<file path="config.mk">
export PLATFORM = sky130hd
export DESIGN_NAME = n101_reset_req_gen
export DESIGN_NICKNAME = d
export VERILOG_FILES = /design/src/rtl/n101_reset_req_gen.sv
export SDC_FILE = /design/constraint.sdc
export NUM_CORES = 1
export LEC_CHECK = 0
export ABC_AREA = 1
export BUFFER_PORTS_ARGS = -buffer_cell sky130_fd_sc_hd__buf_4
export CAP_MARGIN = 5
export CORE_ASPECT_RATIO = 0.6
export CORE_MARGIN = 3
export CORE_UTILIZATION = 50
export CTS_CLUSTER_SIZE = 28
export DETAILED_ROUTE_END_ITERATION = 10
export PLACE_DENSITY = 0.77
export SYNTH_ARGS = -nofsm -noshare
export SYNTH_HDL_FRONTEND = slang
export SYNTH_SLANG_ARGS = --single-unit
</file>
<file path="constraint.sdc">
create_clock -name clock -period 2.45 [get_ports clock]
set_clock_uncertainty 0.05 [all_clocks]
set_input_delay 0.1225 -clock clock [delete_from_list [all_inputs] [get_ports clock]]
set_output_delay 0.1225 -clock clock [all_outputs]
set_load 0.1 [all_outputs]
</file>
<file path="src/rtl/n101_reset_req_gen.sv">
// Reset-request generator: merges sw/wdt/dbg requests into a registered rst_req pulse
// of fixed minimum width followed by a hold-off gap, and keeps a sticky cause register.
module n101_reset_req_gen #(
  parameter int PULSE_CYCLES   = 16,
  parameter int HOLDOFF_CYCLES = 4,
  parameter int CNT_W          = 8
) (
  input  logic       clock,
  input  logic       reset,
  input  logic       test_mode,
  input  logic       sw_rst_req,
  input  logic       wdt_rst_req,
  input  logic       dbg_rst_req,
  input  logic       cause_clr,
  output logic       rst_req,
  output logic [3:0] rst_cause,
  output logic       busy
);

  typedef enum logic [1:0] {
    IDLE    = 2'd0,
    ASSERT  = 2'd1,
    HOLDOFF = 2'd2
  } state_t;

  localparam logic [CNT_W-1:0] PULSE_LOAD   = CNT_W'(PULSE_CYCLES - 1);
  localparam logic [CNT_W-1:0] HOLDOFF_LOAD = CNT_W'(HOLDOFF_CYCLES - 1);

  state_t           state_q, state_d;
  logic [CNT_W-1:0] cnt_q, cnt_d;
  logic             sw_pend_q, sw_pend_d;
  logic             rst_req_q, rst_req_d;
  logic             busy_q, busy_d;
  logic [3:0]       cause_q, cause_d;
  logic             any_req;

  assign any_req = sw_rst_req | sw_pend_q | wdt_rst_req | dbg_rst_req;

  always_comb begin
    state_d   = state_q;
    cnt_d     = cnt_q;
    sw_pend_d = sw_pend_q;
    cause_d   = cause_q;

    if (test_mode) begin
      state_d   = IDLE;
      cnt_d     = '0;
      sw_pend_d = 1'b0;
    end else begin
      // Clear first so that a same-cycle set wins per bit; por bit only comes from reset.
      if (cause_clr) begin
        cause_d = 4'b0000;
      end
      cause_d[2:0] = cause_d[2:0] | {dbg_rst_req, wdt_rst_req, sw_rst_req};

      unique case (state_q)
        IDLE: begin
          if (any_req) begin
            state_d   = ASSERT;
            cnt_d     = PULSE_LOAD;
            sw_pend_d = 1'b0;
          end
        end
        ASSERT: begin
          if (sw_rst_req) begin
            sw_pend_d = 1'b1;
          end
          if (cnt_q != '0) begin
            cnt_d = cnt_q - 1'b1;
          end else if (!dbg_rst_req) begin
            state_d = HOLDOFF;
            cnt_d   = HOLDOFF_LOAD;
          end
        end
        HOLDOFF: begin
          if (sw_rst_req) begin
            sw_pend_d = 1'b1;
          end
          if (cnt_q == '0) begin
            state_d = IDLE;
          end else begin
            cnt_d = cnt_q - 1'b1;
          end
        end
        default: begin
          state_d = IDLE;
          cnt_d   = '0;
        end
      endcase
    end

    rst_req_d = (state_d == ASSERT);
    busy_d    = (state_d != IDLE);
  end

  always_ff @(posedge clock or posedge reset) begin
    if (reset) begin
      state_q   <= IDLE;
      cnt_q     <= '0;
      sw_pend_q <= 1'b0;
      rst_req_q <= 1'b0;
      busy_q    <= 1'b0;
      cause_q   <= 4'b1000;
    end else begin
      state_q   <= state_d;
      cnt_q     <= cnt_d;
      sw_pend_q <= sw_pend_d;
      rst_req_q <= rst_req_d;
      busy_q    <= busy_d;
      cause_q   <= cause_d;
    end
  end

  // test_mode is the only input allowed to reach an output combinationally.
  assign rst_req   = rst_req_q & ~test_mode;
  assign busy      = busy_q;
  assign rst_cause = cause_q;

endmodule

</file>
== Yosys cells after proc, flatten, opt, wreduce, memory -nomap -nowiden ==
Index checks and enable logic that the tools add are counted.

* Register bits after elaboration: 17
* Input port bits: 7
* RAM bits: 0
* Memories: 0
* Output and inout port bits: 6
* Latch bits: 0
* ROM bits: 0

* Multiply operators: 0
* Equality and inequality tests: 7
* Reduce and logical (&&, ||, !) cells: 10
* Add/sub/neg operators: 1
* Shift operators: 0
* Div/mod/pow operators: 0
* Bitwise operators: 6
* Muxes and demuxes: 18
* $lt $le $gt $ge: 0

{| class="wikitable"
|+ Operator list
! cell !! number
|-
| two-way mux 8 bit || 5
|-
| case mux 8 bit (3 select lines) || 1
|-
| two-way mux 2 bit || 5
|-
| logical NOT 8 bit || 1
|-
| two-way mux 4 bit || 2
|-
| nonzero test 8 bit || 1
|-
| subtractor 8 x 1 -> 8 bit (second input constant) || 1
|-
| inequality test 3 bit (second input constant) || 2
|-
| case mux 2 bit (3 select lines) || 1
|-
| AND reduction 3 bit || 2
|-
| equality test 2 x 1 -> 1 bit (second input constant) || 2
|-
| inequality test 4 bit (second input constant) || 1
|-
| nonzero test 2 bit || 2
|-
| two-way mux 1 bit || 3
|-
| inequality test 3 x 1 -> 1 bit (second input constant) || 1
|-
| bitwise OR 1 bit || 3
|-
| bitwise OR 3 bit || 1
|-
| nonzero test 3 bit || 1
|-
| equality test 2 bit (second input constant) || 1
|-
| logical NOT 2 bit || 1
|-
| case mux 1 bit (2 select lines) || 1
|-
| AND reduction 2 bit || 1
|-
| OR reduction 2 bit || 1
|-
| bitwise AND 1 bit || 1
|-
| NOT 1 bit || 1
|}

== Logic depth before layout (Yosys ltp) ==
* Depth in word-level cells: 7
* Depth in mapped cells: 11
* Depth with buffers taken out: 11

== Worst setup path after synthesis ==
No wires, ideal clock.

* Path type: reg2out
* Start point: register rst_req_q
* End point: output rst_req
* Required time: 2.277 ns
* Setup slack: 0.687 ns
* Cell stages (with the launch flop): 3
* Arrival: 1.590 ns
* Cell sequence: dfrtp_1 inv_1 nor2_1

* Cells in the longest elaborated chain, start to end: 1

{| class="wikitable"
|+ Ends and longest elaborated chain
! what !! line !! text
|-
| from (decl) || 32 || <nowiki>logic rst_req_q, rst_req_d;</nowiki>
|-
| from (signal assigned) || 108 || <nowiki>rst_req_q <= rst_req_d;</nowiki>
|-
| bitwise AND 1 bit || 115 || <nowiki>assign rst_req = rst_req_q & ~test_mode;</nowiki>
|-
| to (decl) || 15 || <nowiki>output logic rst_req,</nowiki>
|}

Every way passes these cells.

== Worst setup path after layout ==
* Start point: register state_q[1]
* End point: register cnt_q[6]

* Cells in the longest elaborated chain, start to end: 3

{| class="wikitable"
|+ Ends and longest elaborated chain
! what !! line !! text
|-
| from (decl) || 29 || <nowiki>state_t state_q, state_d;</nowiki>
|-
| from (signal assigned) || 105 || <nowiki>state_q <= state_d;</nowiki>
|-
| equality test 2 x 1 -> 1 bit (tied with other cells) || 56 || <nowiki>unique case (state_q)</nowiki>
|-
| inequality test 4 bit (no line) (tied with other cells) || -- ||
|-
| AND reduction 3 bit (no line) or two-way mux 8 bit (tied branches) || -- ||
|-
| to (signal assigned) || 106 || <nowiki>cnt_q <= cnt_d;</nowiki>
|-
| to (decl) || 30 || <nowiki>logic [CNT_W-1:0] cnt_q, cnt_d;</nowiki>
|}

Parallel ways exist; a longest one is shown, timed or not.
A chain may end at the register's enable or synchronous reset.

==> results.cfg <==
[placement]
dp_hpwl_microns = 1890
numPortBuffers = 12
gp_congestion = 0.911
preCtsSetupSlack_ns = 0.833

[timing]
setup_viol = 0
tightest_slew_ns = 0.671
fmax_mhz = 615
whs_ns = 0.0355
fin_ws_ns = 0.824
drv_slew = 0
final_hold_viol_count = 0
setup_tns_ns = 0
fin_crit_sh_pct = 66.4
relSlewSlack_pct = 55.2
min_period_ns = 1.63
rsz0062_at_grt = no

[die]
die_y_microns = 43.4
die_area_sq_um = 2960
core_sq_um = 2010
io_pins = 13
die_w_microns = 68.3
start_util_pct = 57.8
placementRows = 12

[logic_synthesis]
synth-seq-cells = 17
yosysWarnings = 0
syn-num-nets = 163
synth_enable_flop_cells = 0
syn_area_sq_um = 1160
synth.distinct_cells = 26
postSynthCellCount = 150
ys_seq_area_share_pct = 36.7
synthArstFlopShare_pct = 100
post_synth.cell_area_avg_sq_um = 7.76
synth_ff_type = dfrtp_1

[worst_setup_path]
crit_fanout = 8
arrival_ns = 1.73
crit_chain = inv_1 -> ha_1 -> nand2_1 -> a21oi_2 -> nand2_4 -> nand2_8 -> inv_6 -> nand2_2 -> nand2_1 -> nand2_1 -> inv_1
cp-end-kind = register
start_kind = register
cp.required_ns = 2.56
slowest_stage = dfrtp_1
rr_startpoint = state_q[1]$_DFF_PP0_
crit_path_frequent_cell = nand2_1
slowest_delay_ns = 0.43
cp_top_family = flip-flops
critPathLaunch = state_q[1]$_DFF_PP0_
crit_buf_inv = 3
crit_type = reg -> reg

[detailed_routing]
vias = 919
via_per_inst = 4.71
routed_wl_microns = 2320
first_iter_violations = 45
firstDrtPassIters = 4
post_drt_wl_per_cell_microns = 11.9
route.antenna.remaining_nets = 0
drc = 0

[cells_and_area]
area_growth_pct = 15.7
nets = 181
drive_gt1_share_pct = 24.0
antenna_cells = 0
layout_common_cells = nand2_1, inv_1, dfrtp_1, buf_4, nor2_1
mostFrequentLayoutCell = nand2_1

[power]
ir_drop_mv = 0.649
power_w = 0.00142
power.leakage_nw = 0.741
power_density_nw_per_um2 = 1060

[clocking]
cts_root_buffer = clkbuf_8
cts_sinks = 17
clk_pin_slew_ns = 0.07
ctsHoldBuffers = 2
htree_levels = 1
cts_tree = done
cts_max_path_buffers = 2
numCtsBuffers = 3
cts_resized = 0
clk_latency_ns = 0.26
post_cts_buffers = 0

[flow_run]
drv_cap = 0

[global_routing]
antenna_found_initial = 0
grt_usage_pct = 18.0
first_global_vias = 836
grt_pass1_wl_microns = 3860
grt-ovfl-total = 0
grt_max_degree = 18

[min_path]
hp-class = in -> reg
worstHoldStart = wdt_rst_req

[outcome]
status = finished, final reports clean
[cells in the mapped netlist, types with 4 or more instances]
master | instances | area share, %
inv_1 | 25 | 8.1
o21ai_2 | 5 | 3.8
nand2_1 | 45 | 15
ha_1 | 6 | 6.5
nand3_1 | 4 | 1.7
nor2_4 | 4 | 3.9
o21ai_0 | 4 | 1.7
a21oi_1 | 6 | 2.6
nor2_2 | 4 | 2.2
dfrtp_1 | 16 | 34
nor2_1 | 9 | 2.9
[final timing paths]
kind                                       endpoint  slack, ns  depth (start not counted)
max                            cnt_q[6]$_DFFE_PP0P_       0.82                         11
min                        rst_cause[1]$_DFFE_PP0N_       0.04                          3
max reg2reg                    cnt_q[6]$_DFFE_PP0P_       0.82                         11
min reg2reg                rst_cause[3]$_DFFE_PP1P_       0.43                          1
max in group asynchronous      cnt_q[6]$_DFFE_PP0P_       1.44                          3
min in group asynchronous      cnt_q[7]$_DFFE_PP0P_       0.48                          3
[report_power, final]
part	internal, W	switching, W
combinational	0.000243	0.000551
sequential	0.000352	0.0000596
clock	0.000116	0.000101
total	0.000710	0.000711
[through the flow]
| stage | std cells | util, % | area [sq um] |
|---|---|---|---|
| after CTS | 195 | 66.9 | 1350 |
| after floorplan | 150 | - | 1160 |
| final | 195 | 66.9 | 1350 |
| after detailed placement | 189 | 63.7 | 1280 |
| after global placement | 189 | 63.7 | 1280 |
| after global routing | 195 | 66.9 | 1350 |
[worst register-to-register path, cell delays in order, from the launching register on]
cell and delay (ns):
dfrtp_1 0.43, inv_1 0.13, ha_1 0.26, nand2_1 0.09, a21oi_2 0.17, nand2_4 0.09
nand2_8 0.09, inv_6 0.06, nand2_2 0.05, nand2_1 0.04, nand2_1 0.05, inv_1 0.03
[final cells by class]
cell class,instances,area [sq um]
well taps,28,35.0
clock buffers,4,45.0
inverters,27,106
repair buffers,14,110
multi-input cells,105,623
flip-flops and latches,17,427
fillers,174,666
[state kept, by name (all words and copies together) (netlist names)]
register	cells
state_q	2
cnt_q	8
sw_pend_q	1
rst_req_q	1
rst_cause	4
busy	1
[kinds of logic (layout without fill, tap and decap cells)]
family / count (synthesis) / after routing / synth area share, %
DFF: 17 / 17 / 36.7
and+or+nand+nor: 77 / 77 / 34.5
xor gates and xnor gates: 3 / 3 / 2.26
AOI/OAI and AO/OA: 19 / 19 / 10.3
adders and majority gates: 6 / 6 / 6.45
buffers and inverters: 28 / 45 / 9.79
[metal layers]
metal  share of wire (%)  GRT usage [%]  up-vias  routed length, microns
li1                    -              -      490                       -
met1                  54           27.4      417                    1250
met2                  42           25.3       10                     972
met3                 3.7           6.22        2                      87
met4                0.56           2.37        0                      13
met5                   0              0        -                       0
No activity file was read; power rests on OpenSTA's default activity.
